===== config.mk =====
export PLATFORM = sky130hd
export DESIGN_NAME = fact_bcd_converter
export DESIGN_NICKNAME = d
export VERILOG_FILES = /design/src/rtl/fact_bcd_converter.sv
export SDC_FILE = /design/constraint.sdc
export NUM_CORES = 1
export LEC_CHECK = 0
export ABC_AREA = 1
export CORE_MARGIN = 4
export CORE_UTILIZATION = 47
export CTS_BUF_LIST = sky130_fd_sc_hd__clkbuf_8
export CTS_CLUSTER_SIZE = 40
export DETAILED_ROUTE_END_ITERATION = 10
export PLACE_DENSITY = 0.72
export SLEW_MARGIN = 20
export SYNTH_ARGS = -nofsm -noshare
export SYNTH_HDL_FRONTEND = slang
export SYNTH_SLANG_ARGS = --single-unit

===== constraint.sdc =====
create_clock -name clk -period 4.01 [get_ports clk]
set_clock_uncertainty 0.05 [all_clocks]
set_input_delay 0.6015 -clock clk [delete_from_list [all_inputs] [get_ports clk]]
set_output_delay 0.6015 -clock clk [all_outputs]
set_load 0.05 [all_outputs]

===== src/rtl/fact_bcd_converter.sv =====
// Binary-to-packed-BCD converter (double dabble, one bit per clock) with a
// significant-digit count for leading-zero blanking on the display path.
module fact_bcd_converter #(
  parameter int unsigned BIN_W  = 32,
  parameter int unsigned DIGITS = 10,
  parameter int unsigned ND_W   = 4
) (
  input  logic                  clk,
  input  logic                  rst,
  input  logic                  start,
  input  logic [BIN_W-1:0]      bin_in,
  output logic [4*DIGITS-1:0]   bcd_out,
  output logic [ND_W-1:0]       num_digits,
  output logic                  busy,
  output logic                  done
);

  localparam int unsigned BCD_W = 4 * DIGITS;
  localparam int unsigned SR_W  = BCD_W + BIN_W;
  localparam int unsigned CNT_W = $clog2(BIN_W + 1);

  typedef enum logic [1:0] {
    IDLE,
    SHIFT,
    FINISH
  } state_t;

  state_t             state_q, state_d;
  logic               start_q;
  logic [SR_W-1:0]    sr_q, sr_d;
  logic [CNT_W-1:0]   cnt_q, cnt_d;
  logic [BCD_W-1:0]   bcd_q, bcd_d;
  logic [ND_W-1:0]    nd_q, nd_d;
  logic               busy_q, busy_d;
  logic               done_q, done_d;

  logic               start_edge;
  logic [BCD_W-1:0]   acc;
  logic [BCD_W-1:0]   adj;
  logic [SR_W-1:0]    shifted;
  logic [ND_W-1:0]    nd_calc;

  assign start_edge = start & ~start_q;
  assign acc        = sr_q[SR_W-1:BIN_W];

  // Per-nibble add-3 correction, no carry between nibbles, then shift left.
  always_comb begin
    adj = '0;
    for (int unsigned d = 0; d < DIGITS; d++) begin
      if (acc[4*d +: 4] >= 4'd5) adj[4*d +: 4] = acc[4*d +: 4] + 4'd3;
      else                       adj[4*d +: 4] = acc[4*d +: 4];
    end
    shifted = {adj, sr_q[BIN_W-1:0]} << 1;
  end

  always_comb begin
    nd_calc = ND_W'(1);
    for (int unsigned d = 0; d < DIGITS; d++) begin
      if (acc[4*d +: 4] != 4'd0) nd_calc = ND_W'(d + 1);
    end
  end

  always_comb begin
    state_d = state_q;
    sr_d    = sr_q;
    cnt_d   = cnt_q;
    bcd_d   = bcd_q;
    nd_d    = nd_q;
    busy_d  = busy_q;
    done_d  = 1'b0;
    unique case (state_q)
      IDLE: begin
        if (start_edge) begin
          state_d = SHIFT;
          busy_d  = 1'b1;
          sr_d    = {{BCD_W{1'b0}}, bin_in};
          cnt_d   = '0;
        end
      end
      SHIFT: begin
        sr_d  = shifted;
        cnt_d = cnt_q + 1'b1;
        if (cnt_q == CNT_W'(BIN_W - 1)) state_d = FINISH;
      end
      FINISH: begin
        bcd_d   = acc;
        nd_d    = nd_calc;
        done_d  = 1'b1;
        busy_d  = 1'b0;
        state_d = IDLE;
      end
      default: state_d = IDLE;
    endcase
  end

  always_ff @(posedge clk or posedge rst) begin
    if (rst) begin
      state_q <= IDLE;
      start_q <= 1'b0;
      sr_q    <= '0;
      cnt_q   <= '0;
      bcd_q   <= '0;
      nd_q    <= ND_W'(1);
      busy_q  <= 1'b0;
      done_q  <= 1'b0;
    end else begin
      state_q <= state_d;
      start_q <= start;
      sr_q    <= sr_d;
      cnt_q   <= cnt_d;
      bcd_q   <= bcd_d;
      nd_q    <= nd_d;
      busy_q  <= busy_d;
      done_q  <= done_d;
    end
  end

  assign bcd_out    = bcd_q;
  assign num_digits = nd_q;
  assign busy       = busy_q;
  assign done       = done_q;

endmodule


==> results.txt <==
The flow ran to the end, and the final reports show no timing, DRC or antenna violations. The critical path is of the flop to output pin type. The leakage power of the design came out at 3.19 nW.

The pin count of the biggest net entering global routing is 85. In this run the number of cells on the critical path is 1. The relative area change from synthesis to final layout is 22.0%. The remaining number of nets flagged by the antenna check after routing is 0.

The count of unresolved DRC violations after routing came out at 0. The count of non-filler cells in the finished layout came out at 895. The total area of sequential cells is 3180 µm². The number of nets in the synthesized netlist came out at 694. The setup TNS after final layout came out at 0 ns. The setup slack of the worst register-to-register path came out at 1.87 ns. The number of vias in the routed layout came out at 4612.

The core box area came out at 12100 µm². The number of different library cells in the post-synthesis netlist is 31. The largest buffer count on any clock path came out at 2. The number of DRC violations after detailed-routing iteration 0 came out at 334. The critical path goes through clkdlybuf4s50_1. The relative slew slack came out at 0.415.

The largest single stage delay on the critical path is 0.79 ns. The total detailed-routing wirelength is 12300 µm. The end of the worst register-to-register path is sr_q[70]. The total of max-cap violations came out at 0. Summed over all layers, the global routing overflow is 0. The total number of clock tree sinks came out at 127. The portion of the clock cycle consumed by the worst path in the final layout came out at 0.604. The number of placed instances, taps included came out at 863. The slew at the pin closest to its max-slew limit came out at 0.876 ns.

The clock-pin slew on the worst setup and hold paths is 0.08 ns. The height of the die came out at 120 µm. STA classifies the critical path startpoint as a flop.

For this run, the top clock speed supported by timing is 413 MHz. The data arrival time at the worst-slack endpoint came out at 1.77 ns. The number of buffers and inverters on the critical path is 1. The initial antenna violation count came out at 0.

The reg-to-reg critical path startpoint is state_q[0]. Data on the critical path is required at its endpoint by 3.36 ns. Setup repair after global routing left no endpoint under its margin. The full die area is 14300 µm². The first global-routing pass estimated 21500 µm of wire. After clock tree synthesis, the flow added hold-fix buffers numbering 0. The count of cells along the worst register-to-register path came out at 5. The number of failing hold endpoints at the final stage is 0.

The number of gates resized after cts came out at 0. The max-slew violation total from the final report came out at 0. The via count of the first global-routing pass came out at 4696. The mean area per synthesized cell came out at 9.17 µm². The worst setup path is captured at an output pin. The global placer's final weighted congestion is 0.848. The cell type group with the largest total delay on the critical path is buffers and inverters. The slowest stage of the critical path belongs to the cell sky130_fd_sc_hd__clkdlybuf4s50_1. The number of placement rows came out at 40. The wire length per cell came out at 13.8 µm. The antenna diode instance count is 0. During synthesis, Yosys emitted a total of 0 warnings. The half-perimeter wire length of the detailed placement result is 8230 µm. TritonCTS built the clock tree. The placed instances occupy a cell area of 6750 µm². The number of failing setup endpoints in the final timing report came out at 0. The H-tree depth came out at 4.

Summing all non-filler instances in the final layout gives an area of 7140 µm². The filler cells instantiated in the layout total 1109. The initial core utilization came out at 0.483.

The average vias per placed instance is 5.15. The maximum fanout count along the critical path came out at 2. Counting I/O delays and the setup requirement, the final critical path takes 2.42 ns. Counting every instance in the synthesized netlist gives 638.

The final layout net count is 770. The path category of the worst min-delay check is input pin to asynchronous set/reset pin. The post-CTS setup buffer count came out at 0. Of the synthesized area, sequential elements account for 0.543.

The insertion delay of the later-clocked pin in the worst-skew pair is 0.44 ns. The cell area after synthesis is 5850 µm². In the final layout, the multi-input gates occupy 2240 µm². The tree is rooted in a sky130_fd_sc_hd__clkbuf_8. The share of layout cells above drive strength 1 is 0.0757. The peak ir drop on the vdd network came out at 0.405 mV. The count of input and output buffers came out at 80. The total global-route track usage is 0.185.

The flip-flop and latch count after synthesis is 127. Measured along the x axis, the die boundary spans 120 µm. The first TritonRoute pass finished after 4 iterations. 81 I/O pins were placed. The total power per unit cell area came out at 786 nW/µm². The number of buffers inserted during clock tree synthesis is 17.
-- worst reg2reg max path, cell delays in order, from the launching register on --
cell	delay, ns
sky130_fd_sc_hd__dfrtp_1	0.41
sky130_fd_sc_hd__inv_2	0.08
sky130_fd_sc_hd__nor2_4	0.49
sky130_fd_sc_hd__nor2_8	0.11
sky130_fd_sc_hd__inv_4	0.60
sky130_fd_sc_hd__o21ai_0	0.23
-- Yosys cell counts --
library cell,instances,area [µm²]
sky130_fd_sc_hd__a21oi_1,29,145
sky130_fd_sc_hd__a22o_1,3,26.3
sky130_fd_sc_hd__a31oi_1,1,6.26
sky130_fd_sc_hd__and2_1,1,6.26
sky130_fd_sc_hd__buf_1,1,3.75
sky130_fd_sc_hd__buf_2,12,60.1
sky130_fd_sc_hd__buf_4,3,22.5
sky130_fd_sc_hd__buf_6,4,45.0
sky130_fd_sc_hd__clkbuf_1,6,22.5
sky130_fd_sc_hd__dfrtp_1,126,3150
sky130_fd_sc_hd__dfstp_2,1,26.3
sky130_fd_sc_hd__ha_1,21,263
sky130_fd_sc_hd__inv_1,68,255
sky130_fd_sc_hd__inv_2,2,7.51
sky130_fd_sc_hd__inv_4,2,12.5
sky130_fd_sc_hd__nand2_1,89,334
sky130_fd_sc_hd__nand3_1,8,40.0
sky130_fd_sc_hd__nand3_2,1,10.0
sky130_fd_sc_hd__nand3b_1,1,7.51
sky130_fd_sc_hd__nor2_1,86,323
sky130_fd_sc_hd__nor2_4,2,22.5
sky130_fd_sc_hd__nor2_8,1,20.0
sky130_fd_sc_hd__nor3_1,2,10.0
sky130_fd_sc_hd__nor4_2,1,12.5
sky130_fd_sc_hd__o211ai_1,3,22.5
sky130_fd_sc_hd__o21ai_0,81,405
sky130_fd_sc_hd__o21ai_1,25,125
sky130_fd_sc_hd__o22ai_1,41,257
sky130_fd_sc_hd__o31ai_1,1,7.51
sky130_fd_sc_hd__o32ai_2,8,130
sky130_fd_sc_hd__xor2_1,8,70.1
-- metal layers --
layer | track usage | share of wire | vias to the layer above
li1 | - | - | 2290
met1 | 0.233 | 0.45 | 2173
met2 | 0.305 | 0.48 | 126
met3 | 0.0448 | 0.050 | 23
met4 | 0.0809 | 0.020 | 0
met5 | 0 | 0 | -
-- how the worst max path moves through the flow --
stage                        from             to  slack, ns
CTS                 num_digits[0]  num_digits[0]       1.56
finish              num_digits[0]  num_digits[0]       1.59
detailed placement          start       sr_q[70]       1.57
global route        num_digits[0]  num_digits[0]       1.54
floorplan                     rst     bcd_out[0]       1.79
global placement            start       sr_q[48]       1.66
-- final cells by class --
class	instances	area share
multi-input cells	413	0.314
inverters	72	0.0393
flip-flops and latches	127	0.445
clock buffers	18	0.0347
well taps	168	0.0294
repair buffers	83	0.117
clock inverters	14	0.0202
-- cells by family after synthesis --
group	Yosys count	synth area share
xor+xnor	8	0.0120
buf+inv	98	0.0733
compound gates	192	0.192
fa+ha+maj	21	0.0449
flops	127	0.543
simple gates	192	0.134
-- per-stage QoR --
step                      worst slack (ns)  hold slack (ns)  power [W]   util
after global placement                1.66            0.387    0.00439  0.557
after CTS                             1.56            0.376    0.00565  0.589
after detailed placement              1.57            0.396    0.00455  0.557
after global routing                  1.54            0.392    0.00609  0.590
after floorplan                       1.79            0.375    0.00396      -
final                                 1.59            0.400    0.00561  0.590
-- registers in the layout (all words and copies together) (netlist names) --
register,cells
num_digits,4
sr_q,72
cnt_q,6
state_q,2
done,1
bcd_out,40
busy,1
start_q,1
-- cell usage in the layout, fill, tap and decap left out, types with 8 or more instances in the layout --
cell / n
sky130_fd_sc_hd__dfrtp_1: 126
sky130_fd_sc_hd__nand2_1: 89
sky130_fd_sc_hd__nor2_1: 86
sky130_fd_sc_hd__o21ai_0: 81
sky130_fd_sc_hd__clkdlybuf4s50_1: 80
sky130_fd_sc_hd__inv_1: 66
sky130_fd_sc_hd__o22ai_1: 41
sky130_fd_sc_hd__a21oi_1: 29
sky130_fd_sc_hd__o21ai_1: 25
sky130_fd_sc_hd__ha_1: 21
sky130_fd_sc_hd__clkbuf_8: 18
sky130_fd_sc_hd__clkinvlp_4: 9
sky130_fd_sc_hd__nand3_1: 8
sky130_fd_sc_hd__xor2_1: 8
sky130_fd_sc_hd__o32ai_2: 8
-- power by group --
part           total (W)  leakage (nW)  switching [W]  internal [W]
Clock            0.00108         0.175       0.000518      0.000563
Sequential       0.00210          1.58       0.000340       0.00176
Combinational    0.00243          1.44        0.00151      0.000916
(Power assumes the default switching activity.)
